[src/rtl/hamming_pkg.sv]
// Shared Hamming(7,4) definitions: FSM encoding, code dimensions and the
// syndrome/correction helpers used by both the receiver and the encoder side.
package hamming_pkg;

  localparam int CW_LEN   = 7;
  localparam int DATA_LEN = 4;

  typedef enum logic {
    ST_IDLE = 1'b0,
    ST_RECV = 1'b1
  } rx_state_t;

  // Codeword bit cw[i-1] holds Hamming position i.
  function automatic logic [2:0] hamming_syndrome(input logic [CW_LEN-1:0] cw);
    return {cw[3] ^ cw[4] ^ cw[5] ^ cw[6],
            cw[1] ^ cw[2] ^ cw[5] ^ cw[6],
            cw[0] ^ cw[2] ^ cw[4] ^ cw[6]};
  endfunction

  // Data nibble {pos7,pos6,pos5,pos3} with the position named by syn inverted.
  function automatic logic [DATA_LEN-1:0] hamming_correct_data(input logic [CW_LEN-1:0] cw,
                                                              input logic [2:0]        syn);
    return {cw[6] ^ (syn == 3'd7),
            cw[5] ^ (syn == 3'd6),
            cw[4] ^ (syn == 3'd5),
            cw[2] ^ (syn == 3'd3)};
  endfunction

endpackage

[src/rtl/hamming_rx_s_if.sv]
// Serial Hamming receiver bus. No back-pressure: d is taken in every cycle
// with s=1; valid and abort are single-cycle pulses. Stats port under HAMMING_RX_STATS_EN.
interface hamming_rx_s_if;
  logic       d;
  logic       s;
  logic [3:0] d_out;
  logic       valid;
  logic       err;
  logic [2:0] err_pos;
  logic       abort;
`ifdef HAMMING_RX_STATS_EN
  logic [7:0] corr_cnt;
`endif

  modport master (
    output d, s,
    input  d_out, valid, err, err_pos, abort
`ifdef HAMMING_RX_STATS_EN
    , input corr_cnt
`endif
  );

  modport slave (
    input  d, s,
    output d_out, valid, err, err_pos, abort
`ifdef HAMMING_RX_STATS_EN
    , output corr_cnt
`endif
  );
endinterface

[src/rtl/hamming_dec74_s.sv]
// Combinational Hamming(7,4) decoder: syndrome, single-bit correction, data extraction.
module hamming_dec74_s
  import hamming_pkg::*;
(
  input  logic [CW_LEN-1:0]   cw,
  output logic [DATA_LEN-1:0] data,
  output logic                err,
  output logic [2:0]          syn
);

  always_comb begin
    syn  = hamming_syndrome(cw);
    data = hamming_correct_data(cw, syn);
    err  = (syn != 3'd0);
  end

endmodule

[src/rtl/hamming_rx_s.sv]
// Serial Hamming(7,4) receiver with gap abort. Optional corrected-word counter
// enabled by HAMMING_RX_STATS_EN.
module hamming_rx_s
  import hamming_pkg::*;
#(
  parameter int GAP_MAX = 8
) (
  input  logic           clk,
  input  logic           rst_n,
  hamming_rx_s_if.slave  bus,
  output rx_state_t      dbg_state
);

  localparam int IW = $clog2(GAP_MAX + 1);

  rx_state_t          state, state_nxt;
  logic [2:0]         bit_cnt, bit_cnt_nxt;
  logic [IW-1:0]      idle_cnt, idle_cnt_nxt;
  logic [CW_LEN-2:0]  sr, sr_nxt;
  logic               cw_load;
  logic               abort_nxt;
  logic [CW_LEN-1:0]  cw_q;
  logic               cw_done;

  logic [DATA_LEN-1:0] dec_data;
  logic                dec_err;
  logic [2:0]          dec_syn;

  assign dbg_state = state;

  // The first six bits live in sr (first bit ends at sr[0]); the seventh is
  // taken straight from the bus so the word can be latched on its strobe.
  always_comb begin
    state_nxt    = state;
    bit_cnt_nxt  = bit_cnt;
    idle_cnt_nxt = idle_cnt;
    sr_nxt       = sr;
    cw_load      = 1'b0;
    abort_nxt    = 1'b0;
    case (state)
      ST_IDLE: begin
        if (bus.s) begin
          state_nxt    = ST_RECV;
          bit_cnt_nxt  = 3'd1;
          idle_cnt_nxt = '0;
          sr_nxt       = {bus.d, 5'b0};
        end
      end
      ST_RECV: begin
        if (bus.s) begin
          sr_nxt       = {bus.d, sr[CW_LEN-2:1]};
          idle_cnt_nxt = '0;
          if (bit_cnt == 3'(CW_LEN - 1)) begin
            state_nxt   = ST_IDLE;
            bit_cnt_nxt = 3'd0;
            cw_load     = 1'b1;
          end else begin
            bit_cnt_nxt = bit_cnt + 3'd1;
          end
        end else if (idle_cnt == IW'(GAP_MAX - 1)) begin
          state_nxt    = ST_IDLE;
          bit_cnt_nxt  = 3'd0;
          idle_cnt_nxt = '0;
          sr_nxt       = '0;
          abort_nxt    = 1'b1;
        end else begin
          idle_cnt_nxt = idle_cnt + IW'(1);
        end
      end
      default: state_nxt = ST_IDLE;
    endcase
  end

  always_ff @(posedge clk or negedge rst_n) begin
    if (!rst_n) begin
      state    <= ST_IDLE;
      bit_cnt  <= 3'd0;
      idle_cnt <= '0;
      sr       <= '0;
    end else begin
      state    <= state_nxt;
      bit_cnt  <= bit_cnt_nxt;
      idle_cnt <= idle_cnt_nxt;
      sr       <= sr_nxt;
    end
  end

  // Separate codeword holding register lets a new frame start while the
  // previous word is still being decoded.
  always_ff @(posedge clk or negedge rst_n) begin
    if (!rst_n) begin
      cw_q    <= '0;
      cw_done <= 1'b0;
    end else begin
      cw_done <= cw_load;
      if (cw_load) cw_q <= {bus.d, sr};
    end
  end

  hamming_dec74_s u_dec (
    .cw   (cw_q),
    .data (dec_data),
    .err  (dec_err),
    .syn  (dec_syn)
  );

  always_ff @(posedge clk or negedge rst_n) begin
    if (!rst_n) begin
      bus.valid   <= 1'b0;
      bus.abort   <= 1'b0;
      bus.err     <= 1'b0;
      bus.d_out   <= 4'h0;
      bus.err_pos <= 3'h0;
    end else begin
      bus.valid <= cw_done;
      bus.abort <= abort_nxt;
      if (cw_done) begin
        bus.d_out   <= dec_data;
        bus.err     <= dec_err;
        bus.err_pos <= dec_syn;
      end
    end
  end

`ifdef HAMMING_RX_STATS_EN
  always_ff @(posedge clk or negedge rst_n) begin
    if (!rst_n) begin
      bus.corr_cnt <= 8'h00;
    end else if (cw_done && dec_err && (bus.corr_cnt != 8'hFF)) begin
      bus.corr_cnt <= bus.corr_cnt + 8'h01;
    end
  end
`endif

endmodule

[src/flat_wrapper.sv]
// flat-port wrapper written by rule: the top's interface ports become plain ports
module hamming_rx_s_flat import hamming_pkg::*;
#(
  parameter int GAP_MAX = 8
)
  (clk, rst_n, dbg_state, bus_d, bus_s, bus_d_out, bus_valid, bus_err, bus_err_pos, bus_abort);
  hamming_rx_s_if bus_i ();
  input  logic clk;
  input  logic rst_n;
  output rx_state_t dbg_state;
  input wire logic [$bits(bus_i.d)-1:0] bus_d;
  input wire logic [$bits(bus_i.s)-1:0] bus_s;
  output wire logic [$bits(bus_i.d_out)-1:0] bus_d_out;
  output wire logic [$bits(bus_i.valid)-1:0] bus_valid;
  output wire logic [$bits(bus_i.err)-1:0] bus_err;
  output wire logic [$bits(bus_i.err_pos)-1:0] bus_err_pos;
  output wire logic [$bits(bus_i.abort)-1:0] bus_abort;
  assign bus_i.d = bus_d;
  assign bus_i.s = bus_s;
  assign bus_d_out = bus_i.d_out;
  assign bus_valid = bus_i.valid;
  assign bus_err = bus_i.err;
  assign bus_err_pos = bus_i.err_pos;
  assign bus_abort = bus_i.abort;
  hamming_rx_s #(.GAP_MAX(GAP_MAX)) u_core (.clk(clk), .rst_n(rst_n), .bus(bus_i), .dbg_state(dbg_state));
endmodule
[config.mk]
export PLATFORM = sky130hd
export DESIGN_NAME = hamming_rx_s_flat
export DESIGN_NICKNAME = d
export VERILOG_FILES = /design/src/rtl/hamming_pkg.sv /design/src/rtl/hamming_rx_s_if.sv /design/src/rtl/hamming_dec74_s.sv /design/src/rtl/hamming_rx_s.sv /design/src/flat_wrapper.sv
export SDC_FILE = /design/constraint.sdc
export NUM_CORES = 1
export LEC_CHECK = 0
export ABC_AREA = 1
export BUFFER_PORTS_ARGS = -buffer_cell sky130_fd_sc_hd__buf_2
export CAP_MARGIN = 20
export CORE_UTILIZATION = 40
export CTS_BUF_LIST = sky130_fd_sc_hd__clkbuf_16
export DETAILED_ROUTE_END_ITERATION = 8
export PLACE_DENSITY = 0.57
export SLEW_MARGIN = 25
export SYNTH_ARGS = -nofsm -noshare
export SYNTH_HDL_FRONTEND = slang
export SYNTH_SLANG_ARGS = --single-unit
[constraint.sdc]
create_clock -name clk -period 2.61 [get_ports clk]
set_clock_uncertainty 0.15 [all_clocks]
set_input_delay 0.783 -clock clk [delete_from_list [all_inputs] [get_ports clk]]
set_output_delay 0.783 -clock clk [all_outputs]
set_load 0.005 [all_outputs]
==> summary.json, run 1 <==
{
  "outcome": {
    "run_status": "finished clean"
  },
  "job": {
    "cap_viol_max_count": 0
  },
  "sta": {
    "fin_ws_ps": 799,
    "final_max_slew_viol_count": 0,
    "post-route-period-util_pct": 69.4,
    "finalWorstPathRequiredPeriod_ps": 1810,
    "grt_setup_unrepaired": "false",
    "report.final.hold_viol_count": 0,
    "worst_margin_pin_slew_ps": 668,
    "fmaxAchievable_mhz": 552,
    "timing.max_slew.rel_slack_pct": 55.5,
    "final-setup-viol-count": 0,
    "fin_setup_tns_ps": 0
  },
  "global_routing": {
    "grt_usage_pct": 16.9,
    "grt_max_degree": 33,
    "first_global_vias": 1217,
    "grt_pass1_wl_um": 5240,
    "antenna_found_initial": 0,
    "gr-total-overflow": 0
  },
  "placement": {
    "place_congestion": 0.904,
    "cell_area_placed_mm2": 0.00165,
    "dp.final_hpwl_um": 2180,
    "buffer_ports.inserted": 14,
    "preCtsSetupSlack_ps": 695
  },
  "synthesis": {
    "postSynthCellCount": 193,
    "mappedNetlistArea_mm2": 0.00154,
    "synth_area_per_cell_um2": 7.97,
    "synth_cell_type_count": 23,
    "synth_area_leader_cell": "dfrtp_1",
    "netlist.area_leader.share_pct": 52.0,
    "yosys_register_bits": 32,
    "synth.area.top_cells": "dfrtp_1 (52%), nand2_1 (14%), inv_1 (5.1%)",
    "synth-warning-count": 0,
    "synth_sequential_area_ratio_pct": 52.0,
    "post_synth_net_total": 198
  },
  "floorplan": {
    "die_height_um": 64.0,
    "core.rowCount": 22,
    "design.die.area_mm2": 0.00410,
    "initial_core_util_pct": 41.7,
    "floorplan.core_area_mm2": 0.00369,
    "floorplan.die.width_um": 64.0,
    "io_pins": 15
  },
  "layout": {
    "antenna_cells": 0,
    "area_growth_pct": 18.2,
    "fraction_of_layout_cells_with_a_size_suffix_above_1_pct": 19.3,
    "multiInputGateArea_um2": 606,
    "filler_cell_count": 362,
    "final_design_area_no_fill_mm2": 0.00182,
    "ff_latch_area_um2": 801,
    "num-nets-final": 216
  },
  "pwr": {
    "power_density_mw_per_mm2": 1270,
    "power.ir.vdd_worst_v": 0.000550,
    "standby_leakage_power_uw": 0.000968
  },
  "worst_setup_path": {
    "endpoint": "dbg_state",
    "crit_start": "u_core.dbg_state",
    "worstReg2RegStart": "u_core.idle_cnt[0]",
    "start_kind": "register",
    "critPathRequiredTime_ps": 1680,
    "cp_top_family": "flip-flops",
    "critical_path.endpoint_type": "primary output",
    "r2r.worst_path.cells": 6,
    "cp.arrival_ps": 880,
    "crit_path_max_delay_cell_type": "dfrtp_1",
    "r2r-end": "u_core.bit_cnt[2]",
    "maximum_fanout_encountered_on_the_critical_timing_path": 7,
    "critical_path.n_buffers_inverters": 1,
    "critPathKind": "reg2out",
    "timing.critical_path.slowest_cell_delay_ps": 450,
    "worst-path-stages": 1,
    "reg_to_reg_setup_timing_slack_ps": 990,
    "cp_cell_sequence": "buf_2"
  },
  "routing": {
    "drt-initial-drc-count": 77,
    "final_antenna_net_count": 0,
    "dr_total_vias": 1286,
    "route.detailed.vias_per_inst": 4.95,
    "drc_errors": 0,
    "finalWirelength_um": 2880,
    "total_iterations_of_the_first_detailed_routing_run": 4,
    "wl_per_cell_um": 11.1
  },
  "clock_tree": {
    "ctsHoldBuffers": 0,
    "cts_tree": "built",
    "clock_tree.buffer_depth": 2,
    "post_cts_resize_count": 0,
    "clock_sink_count": 32,
    "level_count_of_the_clock_h_tree": 2,
    "clock_tree.root_cell": "clkbuf_16",
    "cts_inserted_buffers": 5,
    "clk-insertion-delay-late_ps": 270,
    "cts.clk_slew.worst_paths_ps": 50,
    "post-cts-setup-buffer-count": 0
  },
  "min_path": {
    "hold_class": "reg2reg"
  }
}
==> state kept, by name, indices dropped and copies added, names as in the netlist <==
name and cells:
u_core.bus.abort 1, u_core.bus.err_pos 3, u_core.bit_cnt 3, u_core.dbg_state 1
u_core.sr 6, u_core.cw_q 7, u_core.idle_cnt 4, u_core.bus.valid 1
u_core.bus.d_out 4, u_core.cw_done 1, u_core.bus.err 1
==> Yosys cell counts <==
cell,instances
o21ai_0,11
buf_2,2
xnor2_1,1
inv_1,21
nand2_4,1
o22ai_1,8
nor2_2,4
inv_4,1
a2bb2oi_1,1
nor3_1,1
clkinv_1,2
xor2_1,1
dfrtp_1,32
ha_1,1
nand2_2,5
inv_2,6
nand3_2,2
nand2_1,56
nor2_1,18
a21oi_1,5
buf_4,1
a31oi_1,1
nand3_1,12
==> worst min-delay path by stage <==
stage / startpoint / end / slack (ps) / depth (start not counted)
floorplan: u_core.idle_cnt[0] / u_core.idle_cnt[0] / 320 / 1
global placement: u_core.bus.d_out[2] / u_core.bus.d_out[2] / 320 / 2
detailed placement: u_core.bus.d_out[1] / u_core.bus.d_out[1] / 310 / 2
CTS: u_core.bus.d_out[1] / u_core.bus.d_out[1] / 330 / 2
global route: u_core.bus.d_out[2] / u_core.bus.d_out[2] / 360 / 2
finish: u_core.bus.d_out[1] / u_core.bus.d_out[1] / 320 / 2
==> final cells by class <==
cell class | instances | area share [%]
Sequential cell | 32 | 44.0
Multi-Input combinational cell | 128 | 33.3
Clock buffer | 5 | 6.88
Inverter | 30 | 6.33
Timing Repair Buffer | 14 | 3.85
Tap cell | 48 | 3.30
Clock inverter | 3 | 2.34
==> logic make-up (layout without fill, tap and decap cells) <==
| logic type | Yosys count | after routing | synth area share, % |
|---|---|---|---|
| adder cells (fa/ha/maj) | 1 | 1 | 0.813 |
| buffers and inverters | 33 | 52 | 8.62 |
| AND/OR/NAND/NOR | 99 | 99 | 28.0 |
| flip-flops | 32 | 32 | 52.0 |
| AO/OA/AOI/OAI | 26 | 26 | 9.43 |
| XOR/XNOR | 2 | 2 | 1.14 |
==> placed cells by master, fill, tap and decap left out, types with 2 or more instances in the layout <==
master     Yosys  routed
o21ai_0       11      11
clkbuf_16      0       5
a21oi_1        5       5
nand3_1       12      12
o22ai_1        8       8
clkinv_1       2       2
nand2_1       56      56
inv_2          6       6
nor2_2         4       4
nand2_2        5       5
inv_1         21      21
dfrtp_1       32      32
buf_2          2      14
nor2_1        18      18
nand3_2        2       2
==> report_power, final <==
part,internal [uW],total [uW],switching [uW]
clock,447,650,202
sequential,670,821,151
combinational,319,840,521
total,1440,2310,875
==> routing by layer <==
layer | routed length (um) | GRT usage, %
met2 | 1320 | 25.7
met1 | 1350 | 22.2
met4 | 53 | 8.24
met3 | 160 | 4.64
met5 | 0 | 0
==> metrics by stage <==
stage               hold WS [ps]  power (uW)  util [%]  instances
floorplan                    318        1460         -        193
global route                 358        2510      49.3        260
detailed placement           314        1670      44.8        252
global placement             316        1640      44.8        252
finish                       322        2310      49.3        260
CTS                          329        2330      49.3        260
(Power assumes the default switching activity.)
==> run 2: changes to the inputs <==
- clock period: 2.61 -> 1.79 ns (I/O delays scaled with it)
==> summary.json, run 2 (same netlist as run 1, synthesis figures left out) <==
{
  "sta": {
    "worst_margin_pin_slew_ps": 406,
    "fmaxAchievable_mhz": 614,
    "finalWorstPathRequiredPeriod_ps": 1630,
    "final_max_slew_viol_count": 0,
    "post-route-period-util_pct": 91.0,
    "grt_setup_unrepaired": "false",
    "fin_setup_tns_ps": 0,
    "report.final.hold_viol_count": 0,
    "timing.max_slew.rel_slack_pct": 72.9,
    "final-setup-viol-count": 0
  },
  "clock_tree": {
    "clock_tree.buffer_depth": 2,
    "clk-insertion-delay-late_ps": 270,
    "clock_sink_count": 32,
    "clock_tree.root_cell": "clkbuf_16",
    "cts_tree": "built",
    "ctsHoldBuffers": 0,
    "cts_inserted_buffers": 5,
    "level_count_of_the_clock_h_tree": 2,
    "cts.clk_slew.worst_paths_ps": 50
  },
  "global_routing": {
    "gr-max-usage-layer": "met2",
    "first_global_vias": 1198,
    "grt_pass1_wl_um": 5260,
    "gr-total-overflow": 0,
    "grt_use_met3_pct": 6.96,
    "groute.layer.met1.usage_pct": 20.5,
    "grt_usage_pct": 17.3,
    "grt_max_degree": 33,
    "gr-usage-met2_pct": 28.3,
    "antenna_found_initial": 0
  },
  "layout": {
    "area_growth_pct": 20.2,
    "multiInputGateArea_um2": 606,
    "final_core_util_pct": 50.1,
    "antenna_cells": 0,
    "layout_common_cells": "nand2_1 (56), dfrtp_1 (32), inv_1 (22)",
    "num-nets-final": 220,
    "ff_latch_area_um2": 801,
    "regMostFlops": "u_core.cw_q",
    "fraction_of_layout_cells_with_a_size_suffix_above_1_pct": 20.8,
    "reg.largest.list": "u_core.cw_q x7, u_core.sr x6",
    "largest_register_ffs": 7,
    "layout_commonest_cell": "nand2_1",
    "filler_cell_count": 363
  },
  "routing": {
    "dr_total_vias": 1283,
    "finalWirelength_um": 3020,
    "route.detailed.vias_per_inst": 4.86,
    "drc_errors": 0,
    "wl_per_cell_um": 11.4,
    "total_iterations_of_the_first_detailed_routing_run": 4,
    "final_antenna_net_count": 0,
    "drt-initial-drc-count": 93
  },
  "worst_setup_path": {
    "cp_top_family": "flip-flops",
    "critical_path.endpoint_type": "register",
    "critical_path.n_buffers_inverters": 1,
    "critPathRequiredTime_ps": 1840,
    "critPathKind": "reg2reg",
    "cp_cell_sequence": "ha_1 -> nand3_1 -> nand2_1 -> nand2_1 -> clkinvlp_4 -> a2bb2oi_1",
    "start_kind": "register",
    "maximum_fanout_encountered_on_the_critical_timing_path": 9,
    "crit_path_frequent_cell": "nand2_1",
    "cp.arrival_ps": 1680,
    "crit_path_max_delay_cell_type": "dfrtp_1",
    "timing.critical_path.slowest_cell_delay_ps": 410
  },
  "placement": {
    "buffer_ports.inserted": 14,
    "dp.final_hpwl_um": 2200,
    "place_congestion": 0.842
  },
  "floorplan": {
    "core.rowCount": 22,
    "die_height_um": 64.0,
    "design.die.area_mm2": 0.00410,
    "floorplan.die.width_um": 64.0,
    "io_pins": 15,
    "floorplan.core_area_mm2": 0.00369,
    "initial_core_util_pct": 41.7
  },
  "min_path": {
    "hold_class": "in2async"
  },
  "outcome": {
    "run_status": "finished clean"
  },
  "pwr": {
    "power_density_mw_per_mm2": 1810,
    "standby_leakage_power_uw": 0.000992,
    "power.ir.vdd_worst_v": 0.000565
  },
  "job": {
    "cap_viol_max_count": 0
  }
}
-- run 2: per-stage QoR --
step / setup WS, ps / power (uW) / hold slack, ps / area, um2 / cells
final: 161 / 3350 / 126 / 1850 / 264
after global routing: 23.6 / 3650 / 153 / 1850 / 264
after CTS: 166 / 3380 / 149 / 1850 / 264
after detailed placement: 109 / 2430 / 314 / 1680 / 256
after global placement: 191 / 2400 / 313 / 1680 / 256
after floorplan: 372 / 2120 / 91.4 / 1540 / 193
-- run 2: worst paths after layout --
check                                     from                  end  slack, ps  cells after the start
hold / removal                           rst_n  u_core.bus.d_out[0]        130                      2
min in group clk           u_core.bus.d_out[1]  u_core.bus.d_out[1]        330                      2
hold reg to reg            u_core.bus.d_out[1]  u_core.bus.d_out[1]        330                      2
max in group asynchronous                rst_n       u_core.cw_q[3]       1060                      2
setup / recovery            u_core.idle_cnt[0]    u_core.bit_cnt[2]        160                      6
setup reg to reg            u_core.idle_cnt[0]    u_core.bit_cnt[2]        160                      6
-- run 2: where the power goes --
part	internal [uW]	total [uW]	switching, uW
registers	978	1200	222
clock network	647	931	284
logic	474	1220	748
-- run 2: per-layer routing --
layer  part of all wire, %  vias to the layer above
met2                    48                       36
met5                     0                        -
met1                    47                      590
li1                      -                      652
met3                   4.3                        5
met4                   1.2                        0
-- run 2: final cells by class --
cell class	instances	share of cell area (%)
Tap cell	48	3.25
Inverter	30	6.43
Timing Repair Buffer	18	5.41
Clock inverter	3	2.10
Clock buffer	5	6.77
Sequential cell	32	43.3
Multi-Input combinational cell	128	32.7
-- run 2: what timing repair did --
item,CTS,global route
endpoints found under the setup margin,0,1
resized for setup,0,1
buffers inserted,0,0
==> run 3: changes to the inputs <==
- MAX_ROUTING_LAYER: unset -> met4
==> summary.json, run 3 (same netlist as run 1, synthesis figures left out) <==
{
  "floorplan": {
    "floorplan.core_area_mm2": 0.00369,
    "core.rowCount": 22,
    "design.die.area_mm2": 0.00410,
    "floorplan.die.width_um": 64.0,
    "initial_core_util_pct": 41.7,
    "io_pins": 15,
    "die_height_um": 64.0
  },
  "layout": {
    "filler_cell_count": 363,
    "regMostFlops": "u_core.cw_q",
    "layout_common_cells": "nand2_1 (56), dfrtp_1 (32), inv_1 (22)",
    "largest_register_ffs": 7,
    "final_design_area_no_fill_mm2": 0.00185,
    "layout_commonest_cell": "nand2_1",
    "area_growth_pct": 20.2,
    "fraction_of_layout_cells_with_a_size_suffix_above_1_pct": 20.8,
    "reg.largest.list": "u_core.cw_q x7, u_core.sr x6",
    "multiInputGateArea_um2": 606,
    "num-nets-final": 220,
    "final_cells": 264,
    "antenna_cells": 0,
    "final_core_util_pct": 50.1,
    "ff_latch_area_um2": 801
  },
  "min_path": {
    "hold_class": "in2async"
  },
  "routing": {
    "drt-initial-drc-count": 112,
    "route.detailed.vias_per_inst": 4.89,
    "final_antenna_net_count": 0,
    "wl_per_cell_um": 11.4,
    "drc_errors": 0,
    "dr_total_vias": 1290,
    "finalWirelength_um": 3000,
    "total_iterations_of_the_first_detailed_routing_run": 5
  },
  "sta": {
    "final_max_slew_viol_count": 0,
    "finalWorstPathRequiredPeriod_ps": 1630,
    "grt_setup_unrepaired": "false",
    "timing.max_slew.rel_slack_pct": 72.8,
    "worst_margin_pin_slew_ps": 407,
    "report.final.hold_viol_count": 0,
    "fmaxAchievable_mhz": 614,
    "final-setup-viol-count": 0,
    "fin_setup_tns_ps": 0,
    "post-route-period-util_pct": 90.9
  },
  "clock_tree": {
    "level_count_of_the_clock_h_tree": 2,
    "clk-insertion-delay-late_ps": 270,
    "clock_tree.buffer_depth": 2,
    "clock_tree.root_cell": "clkbuf_16",
    "cts_inserted_buffers": 5,
    "cts_tree": "built",
    "clock_sink_count": 32,
    "cts.clk_slew.worst_paths_ps": 50
  },
  "global_routing": {
    "gr-usage-met2_pct": 28.5,
    "groute.layer.met1.usage_pct": 20.3,
    "grt_use_met3_pct": 6.43,
    "gr-total-overflow": 0,
    "grt_pass1_wl_um": 5260,
    "gr-max-usage-layer": "met2",
    "first_global_vias": 1194,
    "antenna_found_initial": 0,
    "grt_usage_pct": 17.7,
    "grt_max_degree": 33
  },
  "job": {
    "cap_viol_max_count": 0
  },
  "worst_setup_path": {
    "timing.critical_path.slowest_cell_delay_ps": 410,
    "cp_cell_sequence": "ha_1 -> nand3_1 -> nand2_1 -> nand2_1 -> clkinvlp_4 -> o22ai_1",
    "critical_path.n_buffers_inverters": 1,
    "start_kind": "register",
    "cp.arrival_ps": 1670,
    "reg_to_reg_setup_timing_slack_ps": 160,
    "worstReg2RegStart": "u_core.idle_cnt[0]",
    "maximum_fanout_encountered_on_the_critical_timing_path": 9,
    "crit_path_max_delay_cell_type": "dfrtp_1",
    "r2r.worst_path.cells": 6,
    "critical_path.endpoint_type": "register",
    "crit_path_frequent_cell": "nand2_1",
    "critPathKind": "reg2reg",
    "r2r-end": "u_core.sr[2]",
    "cp_top_family": "flip-flops",
    "worst-path-stages": 6,
    "critPathRequiredTime_ps": 1830
  },
  "placement": {
    "cell_area_placed_mm2": 0.00168,
    "placedCellCount": 256,
    "place_congestion": 0.855,
    "dp.final_hpwl_um": 2200,
    "buffer_ports.inserted": 14
  },
  "pwr": {
    "standby_leakage_power_uw": 0.000992,
    "power.ir.vdd_worst_v": 0.000566,
    "power_density_mw_per_mm2": 1810
  },
  "outcome": {
    "run_status": "finished clean"
  }
}
-- run 3: cell counts in the layout (fill, tap and decap cells not counted) --
Identical to the previous run, type by type.
-- run 3: where the power goes --
group,internal [uW],total (uW),switching [uW]
registers,978,1200,222
logic,474,1220,750
clock network,647,930,283
total,2100,3350,1260
-- run 3: metrics by stage --
stage               power, uW  hold slack, ps  setup slack (ps)
global placement         2400             313               191
detailed placement       2430             314               109
CTS                      3380             149               166
floorplan                2120            91.4               372
finish                   3350             125               162
global route             3650             155              23.6
-- run 3: layer usage --
metal | part of all wire, % | wire length (um)
met1 | 47 | 1420
met2 | 48 | 1450
met5 | 0 | 0
met4 | 0.60 | 18
met3 | 3.8 | 114
-- run 3: how the worst max path moves through the flow --
stage	startpoint	end	slack, ps
6_report	u_core.idle_cnt[0]	u_core.sr[2]	160
5_1_grt	u_core.cw_q[6]	u_core.bus.d_out[0]	20
4_1_cts	u_core.idle_cnt[0]	u_core.sr[2]	170
3_5_place_dp	bus_s	u_core.sr[2]	110
3_3_place_gp	bus_s	u_core.cw_q[0]	190
2_1_floorplan	u_core.idle_cnt[0]	u_core.bit_cnt[2]	370
-- run 3: repair_timing --
item | CTS | global route
hold buffers | 0 | 0
endpoints found under the setup margin | 0 | 1
resized for setup | 0 | 1
buffers inserted | 0 | 0
-- run 3: layout make-up --
type,count,area share (%)
Multi-Input combinational cell,128,32.7
Timing Repair Buffer,18,5.41
Clock buffer,5,6.77
Inverter,30,6.43
Tap cell,48,3.25
Clock inverter,3,2.10
Sequential cell,32,43.3
-- run 3: worst register-to-register path: cells and delay by family (launching register included) --
kind                       cells  cell delay, ps
DFF                            1             410
AOI/OAI and AO/OA              1             170
buffers and inverters          1             190
adders and majority gates      1             250
and+or+nand+nor                3             370
